File: src/rtl/bcd_serial_add_ctrl.sv
// Multi-digit packed-BCD adder sequencer: streams one digit pair per clock,
// LSD first, through an external single-digit BCD adder and collects the result.
module bcd_serial_add_ctrl #(
  parameter int DIGITS = 4
) (
  input  logic                clk,
  input  logic                rst,
  input  logic                start,
  input  logic [4*DIGITS-1:0] a,
  input  logic [4*DIGITS-1:0] b,
  input  logic                cin,
  output logic                busy,
  output logic                done,
  output logic [4*DIGITS-1:0] sum,
  output logic                cout,
  output logic                err,
  output logic [3:0]          add_a,
  output logic [3:0]          add_b,
  output logic                add_cin,
  input  logic [3:0]          add_sum,
  input  logic                add_cout
);

  localparam int W     = 4 * DIGITS;
  localparam int IDX_W = $clog2(DIGITS);

  typedef enum logic [1:0] {
    S_IDLE,
    S_RUN,
    S_DONE
  } state_t;

  state_t             state, state_nxt;
  logic [W-1:0]       op_a, op_b;
  logic               carry;
  logic [IDX_W-1:0]   idx;
  logic [3:0]         dig_a, dig_b;
  logic               last;

  assign dig_a = op_a[4*idx +: 4];
  assign dig_b = op_b[4*idx +: 4];
  assign last  = (idx == IDX_W'(DIGITS - 1));

  // NOTE: sequential state uses non-blocking (<=) so every register samples
  // pre-edge values; blocking here would create order-dependent races.
  always_ff @(posedge clk or negedge rst) begin
    if (!rst) state <= S_IDLE;
    else      state <= state_nxt;
  end

  // NOTE: every combinational output gets a default first, so no path through
  // the case leaves a signal unassigned and no latch is inferred.
  always_comb begin
    state_nxt = state;
    unique case (state)
      S_IDLE:  if (start) state_nxt = S_RUN;
      S_RUN:   if (last)  state_nxt = S_DONE;
      S_DONE:  state_nxt = S_IDLE;
      default: state_nxt = S_IDLE;
    endcase
  end

  // busy/done are decoded from state, so they share its reset and timing.
  always_comb begin
    busy    = 1'b0;
    done    = 1'b0;
    add_a   = 4'd0;
    add_b   = 4'd0;
    add_cin = 1'b0;
    unique case (state)
      S_RUN: begin
        busy    = 1'b1;
        add_a   = dig_a;
        add_b   = dig_b;
        add_cin = carry;
      end
      S_DONE:  done = 1'b1;
      default: ;
    endcase
  end

  always_ff @(posedge clk or negedge rst) begin
    if (!rst) begin
      op_a  <= '0;
      op_b  <= '0;
      carry <= 1'b0;
      idx   <= '0;
      sum   <= '0;
      cout  <= 1'b0;
      err   <= 1'b0;
    end else begin
      unique case (state)
        S_IDLE: begin
          if (start) begin
            op_a  <= a;
            op_b  <= b;
            carry <= cin;
            idx   <= '0;
            sum   <= '0;
            cout  <= 1'b0;
            err   <= 1'b0;
          end
        end
        S_RUN: begin
          // Invalid digits pass through uncorrected; err marks the result.
          sum[4*idx +: 4] <= add_sum;
          carry           <= add_cout;
          err             <= err | (dig_a > 4'd9) | (dig_b > 4'd9);
          if (last) cout <= add_cout;
          else      idx  <= idx + IDX_W'(1);
        end
        default: ;
      endcase
    end
  end

endmodule

File: config.mk
export PLATFORM = sky130hd
export DESIGN_NAME = bcd_serial_add_ctrl
export DESIGN_NICKNAME = d
export VERILOG_FILES = /design/src/rtl/bcd_serial_add_ctrl.sv
export SDC_FILE = /design/constraint.sdc
export NUM_CORES = 1
export LEC_CHECK = 0
export BUFFER_PORTS_ARGS = -buffer_cell sky130_fd_sc_hd__buf_2
export CAP_MARGIN = 10
export CORE_ASPECT_RATIO = 2
export CORE_MARGIN = 3
export CORE_UTILIZATION = 45
export CTS_BUF_LIST = sky130_fd_sc_hd__clkbuf_4
export DETAILED_ROUTE_END_ITERATION = 8
export HOLD_SLACK_MARGIN = 0.05
export PLACE_DENSITY = 0.7
export SETUP_SLACK_MARGIN = 0.2
export SLEW_MARGIN = 20
export SYNTH_ARGS = -nofsm -noshare
export SYNTH_HDL_FRONTEND = slang
export SYNTH_SLANG_ARGS = --single-unit
File: constraint.sdc
create_clock -name clk -period 4.2 [get_ports clk]
set_input_delay 0.84 -clock clk [delete_from_list [all_inputs] [get_ports clk]]
set_output_delay 0.84 -clock clk [all_outputs]
set_load 0.005 [all_outputs]
Word-level counts from Yosys, hierarchy flattened. Index checks and enable logic that the tools add are counted.

Input port bits: 41. Memories kept: 0. Output and inout port bits: 29. Register bits after elaboration: 55. Latch bits: 0. Logic and storage cells: 51. Bits in writable memories: 0. Bits in read-only memories: 0.

Add/sub/neg operators: 2. Equality and inequality tests: 6. Shift operators: 4. Muxes and demuxes: 20. Bitwise gates (word level): 2. Reductions and logical operators: 7. $mul: 0. $lt $le $gt $ge: 2. Div/mod/pow operators: 0.

Operators by type and width (count): $neg 4->34 (1); $shift 4x34->16 const A (1); $shiftx 4x34->16 (1); $pmux 16 s2 (1); $shiftx 16x5->4 (2); $bwmux 16 (1); $mux 16 (1); $gt 4x4->1 const B (2); $mux 2 (4); $mux 4 (2); $pmux 2 s2 (2); $mux 1 (6); $ne 2x2->1 const B (3); $pmux 1 s2 (3); $reduce_and 2->1 (3); $reduce_and 3->1 (2); $eq 2x2->1 const B (2); $add 2x1->2 const B (1); $eq 2x1->1 const B (1); $logic_not 2->1 (1); $or 1x1->1 (2); $reduce_bool 2->1 (1).

Logic depth before layout (Yosys ltp).
Depth after elaboration: 5. Depth in mapped cells: 7. Mapped depth without buffers: 5.

Worst setup path after synthesis. OpenSTA, ideal clock, no wires.

Path type: register -> output. Start point: reg idx[0]. End point: out add_a[3]. Arrival: 1346 ps. Stages on the path, launching flop included: 4. Buffers on the path: 1. Setup slack: 2014 ps. Data required time: 3360 ps. Path through: dfrtp_1 > buf_6 > mux4_1 > and2_1.

Word-level cells in the longest chain between the ends: 2.

Ends and longest elaborated chain: from (decl) (line 36) `logic [IDX_W-1:0] idx;`; from (signal assigned) (line 110) `else idx <= idx + IDX_W'(1);`; $shiftx 16x5->4 (line 40) `assign dig_a = op_a[4*idx +: 4];`; $mux 4 (line 70) `unique case (state)`; to (decl) (line 17) `output logic [3:0] add_a,`.

Every way passes these cells.

Final worst setup path. Ends and elaborated chain as after synthesis.

==> results.txt <==
Outcome - finished clean
Worst setup SP type - register
Area grow syn2layout - 16.4%
Area of the multi-input gates - 1050 um2
Fin nets - 346
Slew margin rel. - 55.5%
Sequential cell area - 1380 um2
Commonest non-fill, non-tap cell in the layout - nand2_1
Net Sw Power - 763 uW
Die Y - 112 um
Clk slew on worst S/H paths - 0.16 ns
CP max FO - 14
DPL Wire Length - 4070 um
R2R depth - 5
GRT Total Usage - 17.6%
Max-slew violations - 0
Routed len/inst - 15.0 um
Final non-filler cell area - 2930 um2
Global route overflow - 0
Avg Cell Area, Syn - 10.8 um2
Clock share of power - 10.9%
Crit path time final - 3.00 ns
Met2 Use GR - 31.0%
H-tree depth - 2
Worst slew pin tran - 0.668 ns
Via count - 1,869
GP Congestion - 0.730
Max Clk Rate - 0.334 GHz
Syn Nets - 279
Netlist cell types - 27
Vias in the first global route - 1,874
I/O Pins - 70
Seq/Total Area, Yosys - 54.7%
Synth top area share - 54.7%
Setup Fix Bufs, Post-CTS - 0
Sw Share - 38.5%
Fin Clk Skew - 0.0177 ns
Setup TNS - 0 ns
Core ar. - 5280 um2
Diode count - 0
Die footprint - 6580 um2
Final ANT Viol Nets - 0
Num Clock Sinks - 55
Chip Width - 58.9 um
Max IR drop VDD - 380 uV
1st-iter DRT viols - 40
Largest net degree at the start of global routing - 36
Hold_buf cts - 0
Floorplan row count - 37
Synth area leaders - dfrtp_1, nand2_1, a22o_1
Fill cells - 511
Seq pwr share - 45.3%
HP Class - input pin to async pin
Worst Path Required - 3.36 ns
Fin cells - 359
Critical path endpoint category - output port
Pwr dens - 677 nW/um2
Vias per inst - 5.21
Logic pwr share - 43.7%
Post-route DRC - 0
Initial Util - 47.7%
CTS resizes - 0
Area after DPL - 2880 um2
Static Leakage - 0.00160 uW
RSZ-0062 raised after global routing - no
Share of layout cells above drive strength 1 - 31.9%
Max Root-Sink Buffers - 2
Final wirelength - 5400 um
Yosys reg bits - 55
Yosys warning count - 0
Most crowded layer after global routing - met2
Drt pass-1 iters - 4
RR Endpoint - sum[14]
Total CTS buffers - 5
Final setup fails - 0
RR Startpoint - idx[0]
Fraction of registers with async set/reset - 100%
Root buf cell - clkbuf_4
Data arrival, critical path - 2.16 ns
Fin. Hold Viols - 0
Most used DFF post-synth - dfrtp_1
Clock Latency Late Sink - 0.38 ns
Leading area contributor after synthesis - dfrtp_1
Cell Area, Synth - 2520 um2
Commonest non-fill, non-tap cells in the layout - nand2_1, buf_2, dfrtp_1
First-pass GRT wire length - 8910 um
Dpl cells - 352
Reg2reg setup slack - 2.10 ns
Post-Synthesis Cells - 234
TritonCTS clock tree - built
Period utilization - 71.4%
Int Power - 1220 uW
M3 GR Usage - 3.71%
GRT met1 Usage - 20.4%
EDFF count, synth - 0
Port buffer count - 69
CP Class - register to output port
Initial antenna violation count - 0
Max Cap Viol - 0
[critical path, stage by stage, from the launching register on]
cell     delay, ns
dfrtp_1       0.80
mux4_1        0.69
and2_1        0.18
buf_2         0.12
[sequential cells by signal, summed over array words and instances (netlist names)]
| register | count |
|---|---|
| state | 2 |
| idx | 2 |
| carry | 1 |
| op_b | 16 |
| err | 1 |
| sum | 16 |
| cout | 1 |
| op_a | 16 |
[synth_stat cells, types with 3 or more instances]
cell type  count
nor4_2         3
a22o_1        16
mux4_1         5
mux4_2         3
nand2_1      102
buf_2          8
dfrtp_1       55
a21oi_2        4
and2_1        10
ha_1           4
[layout make-up]
class / instances / area share [%]
well taps: 58 / 2.48
clock inverters: 2 / 0.299
multi-input cells: 163 / 35.9
repair buffers: 72 / 12.6
clock buffers: 5 / 1.28
flip-flops and latches: 55 / 47.0
inverters: 4 / 0.512
[layer usage]
metal	routed length (um)	vias to the layer above
met2	3060	49
met3	253	4
met4	70	0
met5	0	-
li1	-	915
met1	2020	901
[through the flow]
stage | hold WS (ns) | power (uW) | util (%) | setup slack [ns]
5_1_grt | 0.452 | 2160 | 55.5 | 1.09
3_5_place_dp | 0.457 | 1800 | 54.6 | 1.60
6_report | 0.431 | 1980 | 55.5 | 1.20
3_3_place_gp | 0.451 | 1770 | 54.6 | 1.61
4_1_cts | 0.443 | 2010 | 55.5 | 1.17
2_1_floorplan | 0.437 | 1530 | - | 2.01
[worst max-delay path by stage]
stage / cells past startpoint / startpoint / to
finish: 3 / idx[0] / add_a[3]
global route: 3 / idx[0] / add_b[2]
CTS: 3 / idx[0] / add_a[3]
detailed placement: 3 / idx[0] / add_a[3]
global placement: 3 / idx[0] / add_a[3]
floorplan: 3 / idx[0] / add_a[3]
[kinds of logic after synthesis]
group                    after synthesis  share of synthesized area [%]
adder cells (fa/ha/maj)                4                           1.99
flip-flops                            55                           54.7
AND/OR/NAND/NOR                      124                           22.3
multiplexers                          10                           8.70
buffers and inverters                 16                           3.53
AO/OA/AOI/OAI                         25                           8.80
[power groups by stage]
stage | Clock (uW) | Combinational, uW | Sequential (uW)
2_1_floorplan | 0 | 681 | 853
3_3_place_gp | 0 | 861 | 909
3_5_place_dp | 0 | 880 | 918
4_1_cts | 222 | 885 | 905
5_1_grt | 243 | 984 | 929
6_report | 217 | 868 | 900
Note: power is estimated with default switching activity, not from simulation.
